## src/rtl/fpu_pipe.sv

```systemverilog
// fpu_pipe: single-issue floating-point ADD/SUB/MUL/DIV with hidden bit, one guard bit and truncation.
// Define FPU_PIPE_DENORM_EN to compile in gradual-underflow (denormal input and output) support.
module fpu_pipe #(
    parameter int EXP_W = 8,
    parameter int MAN_W = 23
) (
    input  logic                 clk,
    input  logic                 rst,
    input  logic                 in_valid,
    output logic                 in_ready,
    input  logic [EXP_W+MAN_W:0] A,
    input  logic [EXP_W+MAN_W:0] B,
    input  logic [1:0]           opcode,
    output logic                 out_valid,
    input  logic                 out_ready,
    output logic [EXP_W+MAN_W:0] O,
    output logic [3:0]           flags
);
    localparam int W   = 1 + EXP_W + MAN_W;
    localparam int PW  = 2 * MAN_W + 2;
    localparam int XW  = EXP_W + 4;
    localparam int LZW = $clog2(PW + 1);
    localparam int CW  = $clog2(MAN_W + 3);

    localparam logic signed [XW-1:0] E_ONE   = XW'(1);
    localparam logic signed [XW-1:0] BIAS_X  = XW'((1 << (EXP_W - 1)) - 1);
    localparam logic signed [XW-1:0] EMAX_X  = XW'((1 << EXP_W) - 2);
    localparam logic signed [XW-1:0] ALIGN_X = XW'(MAN_W + 2);
`ifdef FPU_PIPE_DENORM_EN
    localparam logic signed [XW-1:0] PW_X    = XW'(PW);
`endif

    localparam logic [1:0] OP_ADD = 2'b00;
    localparam logic [1:0] OP_SUB = 2'b01;
    localparam logic [1:0] OP_DIV = 2'b10;
    localparam logic [1:0] OP_MUL = 2'b11;

    localparam logic [3:0] F_NONE = 4'b0000;
    localparam logic [3:0] F_INV  = 4'b1000;
    localparam logic [3:0] F_DZ   = 4'b0100;
    localparam logic [3:0] F_OVF  = 4'b0010;
    localparam logic [3:0] F_UNF  = 4'b0001;

    localparam logic [W-1:0] QNAN = {1'b0, {EXP_W{1'b1}}, 1'b1, {(MAN_W-1){1'b0}}};

    typedef enum logic [1:0] {IDLE, CALC, DIV, DONE} state_t;

    typedef struct packed {
        logic                 sign;
        logic                 zero;
        logic                 inf;
        logic                 nan;
        logic signed [XW-1:0] exp;
        logic [MAN_W:0]       man;
    } unpacked_t;

    typedef struct packed {
        logic [3:0]   flags;
        logic [W-1:0] word;
    } result_t;

    function automatic logic [LZW-1:0] lzc(input logic [PW-1:0] v);
        lzc = LZW'(PW);
        for (int i = 0; i < PW; i++)
            if (v[i]) lzc = LZW'(PW - 1 - i);
    endfunction

    // Every finite nonzero operand leaves here with its leading one at man[MAN_W].
    function automatic unpacked_t unpack(input logic [W-1:0] x);
        logic [EXP_W-1:0] e;
        logic [MAN_W-1:0] f;
        unpacked_t        u;
        e      = x[W-2 -: EXP_W];
        f      = x[MAN_W-1:0];
        u.sign = x[W-1];
        u.nan  = (&e) && (|f);
        u.inf  = (&e) && !(|f);
`ifdef FPU_PIPE_DENORM_EN
        if (e == '0) begin
            logic [LZW-1:0] lz;
            lz     = lzc({1'b0, f, {(PW-MAN_W-1){1'b0}}});
            u.zero = !(|f);
            u.man  = {1'b0, f} << lz;
            u.exp  = E_ONE - XW'(lz);
        end else begin
            u.zero = 1'b0;
            u.man  = {1'b1, f};
            u.exp  = XW'(e);
        end
`else
        u.zero = (e == '0);
        u.man  = {1'b1, f};
        u.exp  = XW'(e);
`endif
        return u;
    endfunction

    // v is read as v / 2^(PW-1) * 2^(e - bias); normalise, then saturate or underflow.
    function automatic result_t pack(input logic sign, input logic signed [XW-1:0] e,
                                     input logic [PW-1:0] v);
        logic [LZW-1:0]       lz;
        logic [PW-1:0]        nv;
        logic signed [XW-1:0] er;
        result_t              r;
`ifdef FPU_PIPE_DENORM_EN
        logic signed [XW-1:0] sh;
        logic [PW-1:0]        dv;
`endif
        lz = lzc(v);
        nv = v << lz;
        er = e - XW'(lz);
        if (er > EMAX_X) begin
            r.flags = F_OVF;
            r.word  = {sign, {EXP_W{1'b1}}, {MAN_W{1'b0}}};
        end else if (er >= E_ONE) begin
            r.flags = F_NONE;
            r.word  = {sign, er[EXP_W-1:0], nv[PW-2 -: MAN_W]};
        end else begin
`ifdef FPU_PIPE_DENORM_EN
            sh      = E_ONE - er;
            dv      = (sh >= PW_X) ? '0 : (nv >> sh);
            r.flags = F_UNF;
            r.word  = {sign, {EXP_W{1'b0}}, dv[PW-2 -: MAN_W]};
`else
            r.flags = F_UNF;
            r.word  = {sign, {(W-1){1'b0}}};
`endif
        end
        return r;
    endfunction

    function automatic logic is_special(input logic [W-1:0] x);
`ifdef FPU_PIPE_DENORM_EN
        return (&x[W-2 -: EXP_W]) || (x[W-2:0] == '0);
`else
        return (&x[W-2 -: EXP_W]) || (x[W-2 -: EXP_W] == '0);
`endif
    endfunction

    state_t               state;
    logic [W-1:0]         a_q, b_q;
    logic [1:0]           op_q;
    logic [CW-1:0]        cnt_q;
    logic [MAN_W+1:0]     rem_q, quo_q;

    unpacked_t            ua, ub;
    logic                 sb_eff, s_xor, swap, s_big, s_small;
    logic signed [XW-1:0] big_exp, small_exp, d;
    logic [MAN_W:0]       big_man, small_man;
    logic [MAN_W+1:0]     m_small;
    logic [MAN_W+2:0]     sum;
    logic [PW-1:0]        prod;
    logic [MAN_W+1:0]     rem_cur, rem_nxt;
    logic                 div_ge, div_special;
    result_t              calc_res, div_res;

    assign in_ready    = (state == IDLE) && !rst;
    assign div_special = is_special(A) || is_special(B);

    // NOTE: every always_comb output is assigned before any branch reads it, so no latch is inferred.
    always_comb begin
        ua      = unpack(a_q);
        ub      = unpack(b_q);
        sb_eff  = ub.sign ^ (op_q == OP_SUB);
        s_xor   = ua.sign ^ ub.sign;

        swap      = (ub.exp > ua.exp) || ((ub.exp == ua.exp) && (ub.man > ua.man));
        big_exp   = swap ? ub.exp : ua.exp;
        big_man   = swap ? ub.man : ua.man;
        small_exp = swap ? ua.exp : ub.exp;
        small_man = swap ? ua.man : ub.man;
        s_big     = swap ? sb_eff : ua.sign;
        s_small   = swap ? ua.sign : sb_eff;
        d         = big_exp - small_exp;
        m_small   = (d >= ALIGN_X) ? '0 : ({small_man, 1'b0} >> d);
        sum       = (s_big == s_small) ? ({1'b0, big_man, 1'b0} + {1'b0, m_small})
                                       : ({1'b0, big_man, 1'b0} - {1'b0, m_small});
        prod      = PW'(ua.man) * PW'(ub.man);

        // First divider step starts from the dividend mantissa rather than the stale remainder.
        rem_cur = (cnt_q == '0) ? {1'b0, ua.man} : rem_q;
        div_ge  = rem_cur >= {1'b0, ub.man};
        rem_nxt = (div_ge ? (rem_cur - {1'b0, ub.man}) : rem_cur) << 1;
        div_res = pack(s_xor, ua.exp - ub.exp + BIAS_X, {quo_q, {(PW-MAN_W-2){1'b0}}});

        calc_res.flags = F_NONE;
        calc_res.word  = '0;
        case (op_q)
            OP_ADD, OP_SUB: begin
                if (ua.nan || ub.nan) calc_res.word = QNAN;
                else if (ua.inf && ub.inf) begin
                    if (ua.sign != sb_eff) begin
                        calc_res.flags = F_INV;
                        calc_res.word  = QNAN;
                    end else calc_res.word = {ua.sign, {EXP_W{1'b1}}, {MAN_W{1'b0}}};
                end
                else if (ua.inf) calc_res.word = {ua.sign, {EXP_W{1'b1}}, {MAN_W{1'b0}}};
                else if (ub.inf) calc_res.word = {sb_eff, {EXP_W{1'b1}}, {MAN_W{1'b0}}};
                else if (ua.zero && ub.zero) calc_res.word = '0;
                else if (ua.zero) calc_res.word = {sb_eff, b_q[W-2:0]};
                else if (ub.zero) calc_res.word = a_q;
                else if (sum == '0) calc_res.word = '0;
                else calc_res = pack(s_big, big_exp + E_ONE, {sum, {(PW-MAN_W-3){1'b0}}});
            end
            OP_MUL: begin
                if (ua.nan || ub.nan) calc_res.word = QNAN;
                else if ((ua.zero && ub.inf) || (ua.inf && ub.zero)) begin
                    calc_res.flags = F_INV;
                    calc_res.word  = QNAN;
                end
                else if (ua.inf || ub.inf) calc_res.word = {s_xor, {EXP_W{1'b1}}, {MAN_W{1'b0}}};
                else if (ua.zero || ub.zero) calc_res.word = {s_xor, {(W-1){1'b0}}};
                else calc_res = pack(s_xor, ua.exp + ub.exp - BIAS_X + E_ONE, prod);
            end
            default: begin
                if (ua.nan || ub.nan) calc_res.word = QNAN;
                else if ((ua.zero && ub.zero) || (ua.inf && ub.inf)) begin
                    calc_res.flags = F_INV;
                    calc_res.word  = QNAN;
                end
                else if (ua.inf) calc_res.word = {s_xor, {EXP_W{1'b1}}, {MAN_W{1'b0}}};
                else if (ub.inf) calc_res.word = {s_xor, {(W-1){1'b0}}};
                else if (ub.zero) begin
                    calc_res.flags = F_DZ;
                    calc_res.word  = {s_xor, {EXP_W{1'b1}}, {MAN_W{1'b0}}};
                end
                else if (ua.zero) calc_res.word = {s_xor, {(W-1){1'b0}}};
                else calc_res = div_res;
            end
        endcase
    end

    // NOTE: registers use <= so each one samples the values from before the clock edge.
    // NOTE: operand and divider registers are not reset; only control state and visible outputs need known values.
    always_ff @(posedge clk) begin
        if (rst) begin
            state     <= IDLE;
            out_valid <= 1'b0;
            O         <= '0;
            flags     <= '0;
        end else begin
            case (state)
                IDLE: if (in_valid) begin
                    a_q   <= A;
                    b_q   <= B;
                    op_q  <= opcode;
                    cnt_q <= '0;
                    state <= (opcode == OP_DIV && !div_special) ? DIV : CALC;
                end
                CALC: begin
                    O         <= calc_res.word;
                    flags     <= calc_res.flags;
                    out_valid <= 1'b1;
                    state     <= DONE;
                end
                DIV: if (cnt_q == CW'(MAN_W + 2)) begin
                    O         <= div_res.word;
                    flags     <= div_res.flags;
                    out_valid <= 1'b1;
                    state     <= DONE;
                end else begin
                    rem_q <= rem_nxt;
                    quo_q <= {quo_q[MAN_W:0], div_ge};
                    cnt_q <= cnt_q + CW'(1);
                end
                DONE: if (out_ready) begin
                    out_valid <= 1'b0;
                    state     <= IDLE;
                end
                default: state <= IDLE;
            endcase
        end
    end
endmodule

```

## config.mk

```make
export PLATFORM = sky130hd
export DESIGN_NAME = fpu_pipe
export DESIGN_NICKNAME = d
export VERILOG_FILES = /design/src/rtl/fpu_pipe.sv
export SDC_FILE = /design/constraint.sdc
export NUM_CORES = 2
export LEC_CHECK = 0
export BUFFER_PORTS_ARGS = -buffer_cell sky130_fd_sc_hd__buf_2
export CORE_UTILIZATION = 30
export CTS_CLUSTER_DIAMETER = 50
export CTS_CLUSTER_SIZE = 40
export DETAILED_ROUTE_END_ITERATION = 10
export SYNTH_ARGS = -nofsm -noshare
export SYNTH_HDL_FRONTEND = slang
export SYNTH_SLANG_ARGS = --single-unit
```

## constraint.sdc

```tcl
create_clock -name clk -period 29.8 [get_ports clk]
set_input_delay 1.49 -clock clk [delete_from_list [all_inputs] [get_ports clk]]
set_output_delay 1.49 -clock clk [all_outputs]
set_load 0.02 [all_outputs]
```

==> results.md <==
* Largest net degree at the start of global routing at 89
* Chip Height at 374 um
* Vias at 39800
* Die footprint at 140000 um^2
* Worst Tran Pin Value at 1.25 ns
* Fin Clk Skew at 0.0268 ns
* Critical path's slowest cell: edfxtp_1
* Pre-Repair DR Iteration Count at 8
* Worst slew margin relative to its limit at 16.0%
* Routability congestion estimate from global placement at 0.989
* Max-slew violations at 0
* Yosys Warn Count at 0
* Avg Cell Area, Syn at 7.98 um^2
* Clock Pin Slew Worst Setup and Hold Paths at 0.10 ns
* Setup Buffers After CTS at 0
* Hold crit path type: flop to flop
* Number of synthesized flops with an enable pin at 120
* CTS root buf: clkbuf_16
* Wire per inst at 23.9 um
* Placeable Area at 137000 um^2
* RSZ-0062 raised after global routing: false
* Fmax at 62.4 MHz
* CTS max path bufs at 2
* ANT cells at 0
* Final setup TNS at 0 ns
* Ports at 108
* Vias in the first global route at 39300
* Sequential fraction of the synthesis area at 10.6%
* Worst path max stage delay at 0.97 ns
* CP most frequent cell: fa_1
* Starting density of the core at 30.2%
* CP startpoint: a_q[7]
* Critical Path Start Type: flop
* GRT Util Overall at 23.6%
* Register bit total from synthesis at 159
* Data arrival, critical path at 16.48 ns
* Post-synth top area share at 23.6%
* Synth top area cells: fa_1 24%, ha_1 11%, edfxtp_1 8.7%
* Layout cell share with drive strength beyond 1 at 8.08%
* Worst Hold Launch: O[30]
* Top-count cell post-synth: inv_1
* Final setup vio count at 0
* H-tree depth at 4
* PortBufs at 107
* Hold Fails Final Rpt at 0
* Antenna violations before repair at 12
* CP Class: flop to flop
* TritonCTS Buffers at 17
* Post-cts sizing count at 0
* Synth Net Count at 6125
* Register Area at 4380 um^2
* Worst-path maximum fanout at 19
* Fin crit share at 53.7%
* Number of fill cells at 14500
* Cell taking the most area after synthesis: fa_1
* Reg2reg start: a_q[7]
* Fin crit period at 16.01 ns
* Async SR Flop Fraction at 0%
* Post-route ant nets at 0
* # nets final at 6095
* Commonest cells post-synth: 755 x inv_1, 749 x nor2_1, 490 x fa_1
* Total congestion overflow at 0
* Predominant post-synthesis flop cell: edfxtp_1
* HPWL Detailed at 130 mm
* Area of the multi-input gates at 33300 um^2
* Row cnt at 136
* Max Cap Viol at 0
* Routed WL at 167 mm
* Hold Buf Count CTS at 0
* Area added between synthesis and finish at 7.80%
* Post-Synthesis Cells at 5205
* Die W at 374 um
* Status: finished, final reports clean
* Initial DRC Count at 4753
* CP required at 30.27 ns
* Synth Cell Area at 41500 um^2
* Vias per Instance at 5.70
* CTS tree: yes
* Drt drc at 0
* First-pass GRT wire length at 250 mm
* Distinct cells, synth at 100
* Sink Count at 159
* Nature of the critical path endpoint: flop
* Worst skew pair latency at 0.52 ns
[final cells by class]
| class | instances | area share [%] |
|---|---|---|
| Tap cell | 1794 | 5.02 |
| Sequential cell | 159 | 9.80 |
| Multi-Input combinational cell | 4011 | 74.4 |
| Clock buffer | 17 | 0.951 |
| Timing Repair Buffer | 215 | 3.01 |
| Inverter | 771 | 6.47 |
| Clock inverter | 15 | 0.358 |
[routing by layer]
layer	share of wire (%)	track usage, %	vias to the layer above	wire, um
met2	44	37.2	2124	73700
met4	5.7	11.5	8	9500
li1	-	-	17600	-
met3	9.4	4.41	455	15600
met1	41	30.8	19600	68200
met5	0.048	0	-	80
[critical path, delay by kind of cell (launching register included)]
| family | cells | cell delay, ns |
|---|---|---|
| buf+inv | 7 | 1.73 |
| xor+xnor | 1 | 0.24 |
| simple gates | 12 | 3.70 |
| flops | 1 | 0.97 |
| compound gates | 19 | 4.88 |
| fa+ha+maj | 10 | 4.41 |
[path summary, 6_finish.rpt]
| kind | to | slack, ns | cells after the start |
|---|---|---|---|
| max | O[8] | 13.79 | 49 |
| min | O[30] | 0.46 | 2 |
| max reg2reg | O[8] | 13.79 | 49 |
| min reg2reg | O[30] | 0.46 | 2 |
[flip-flops by register name, indices dropped and copies added (netlist names)]
signal,cells
rem_q,24
op_q,2
quo_q,25
O,32
out_valid,1
cnt_q,5
flags,4
a_q,32
b_q,32
state,2
[cell families (layout without fill, tap and decap cells)]
family	count (synthesis)	count (layout)	synth area share (%)
compound gates	1128	1128	17.8
xor+xnor	105	105	2.25
fa+ha+maj	850	850	34.5
buf+inv	1035	1018	9.46
flops	159	159	10.6
mux	309	309	8.17
simple gates	1619	1619	17.3
[cells in the final DEF (no fill, tap or decap), types with 30 or more instances in the layout]
master,netlist,final
a21o_1,52,52
xnor2_1,66,65
and3_1,31,31
nand3_1,74,74
mux2_2,89,89
inv_1,755,755
ha_1,360,360
dfxtp_1,39,39
buf_4,5,108
a31oi_1,39,39
and2_1,47,46
buf_2,7,107
mux2i_1,204,204
xor2_1,37,36
edfxtp_1,120,120
nor2_1,749,747
nor4_1,43,43
fa_1,490,490
nor3_1,76,75
o211ai_1,39,39
o21ai_0,255,255
a211oi_1,57,57
nand2_1,398,398
a21oi_1,309,306
nand2b_1,37,37
nand4_1,41,41
nor2b_1,30,30
o21bai_1,45,45
[stage by stage]
stage / cell area, um^2 / cells / util [%] / setup WS [ns] / hold WS (ns)
3_3_place_gp: 44200 / 6950 / 32.2 / 14.41 / 0.443
4_1_cts: 44800 / 6982 / 32.6 / 14.05 / 0.456
2_1_floorplan: 41500 / 5205 / - / 15.46 / 0.463
6_report: 44800 / 6982 / 32.6 / 13.79 / 0.455
5_1_grt: 44800 / 6982 / 32.6 / 12.65 / 0.485
3_5_place_dp: 44200 / 6950 / 32.2 / 14.07 / 0.446
Power is not shown: default switching activity piles up to over one toggle a cycle in this logic, so the estimate is an artifact.
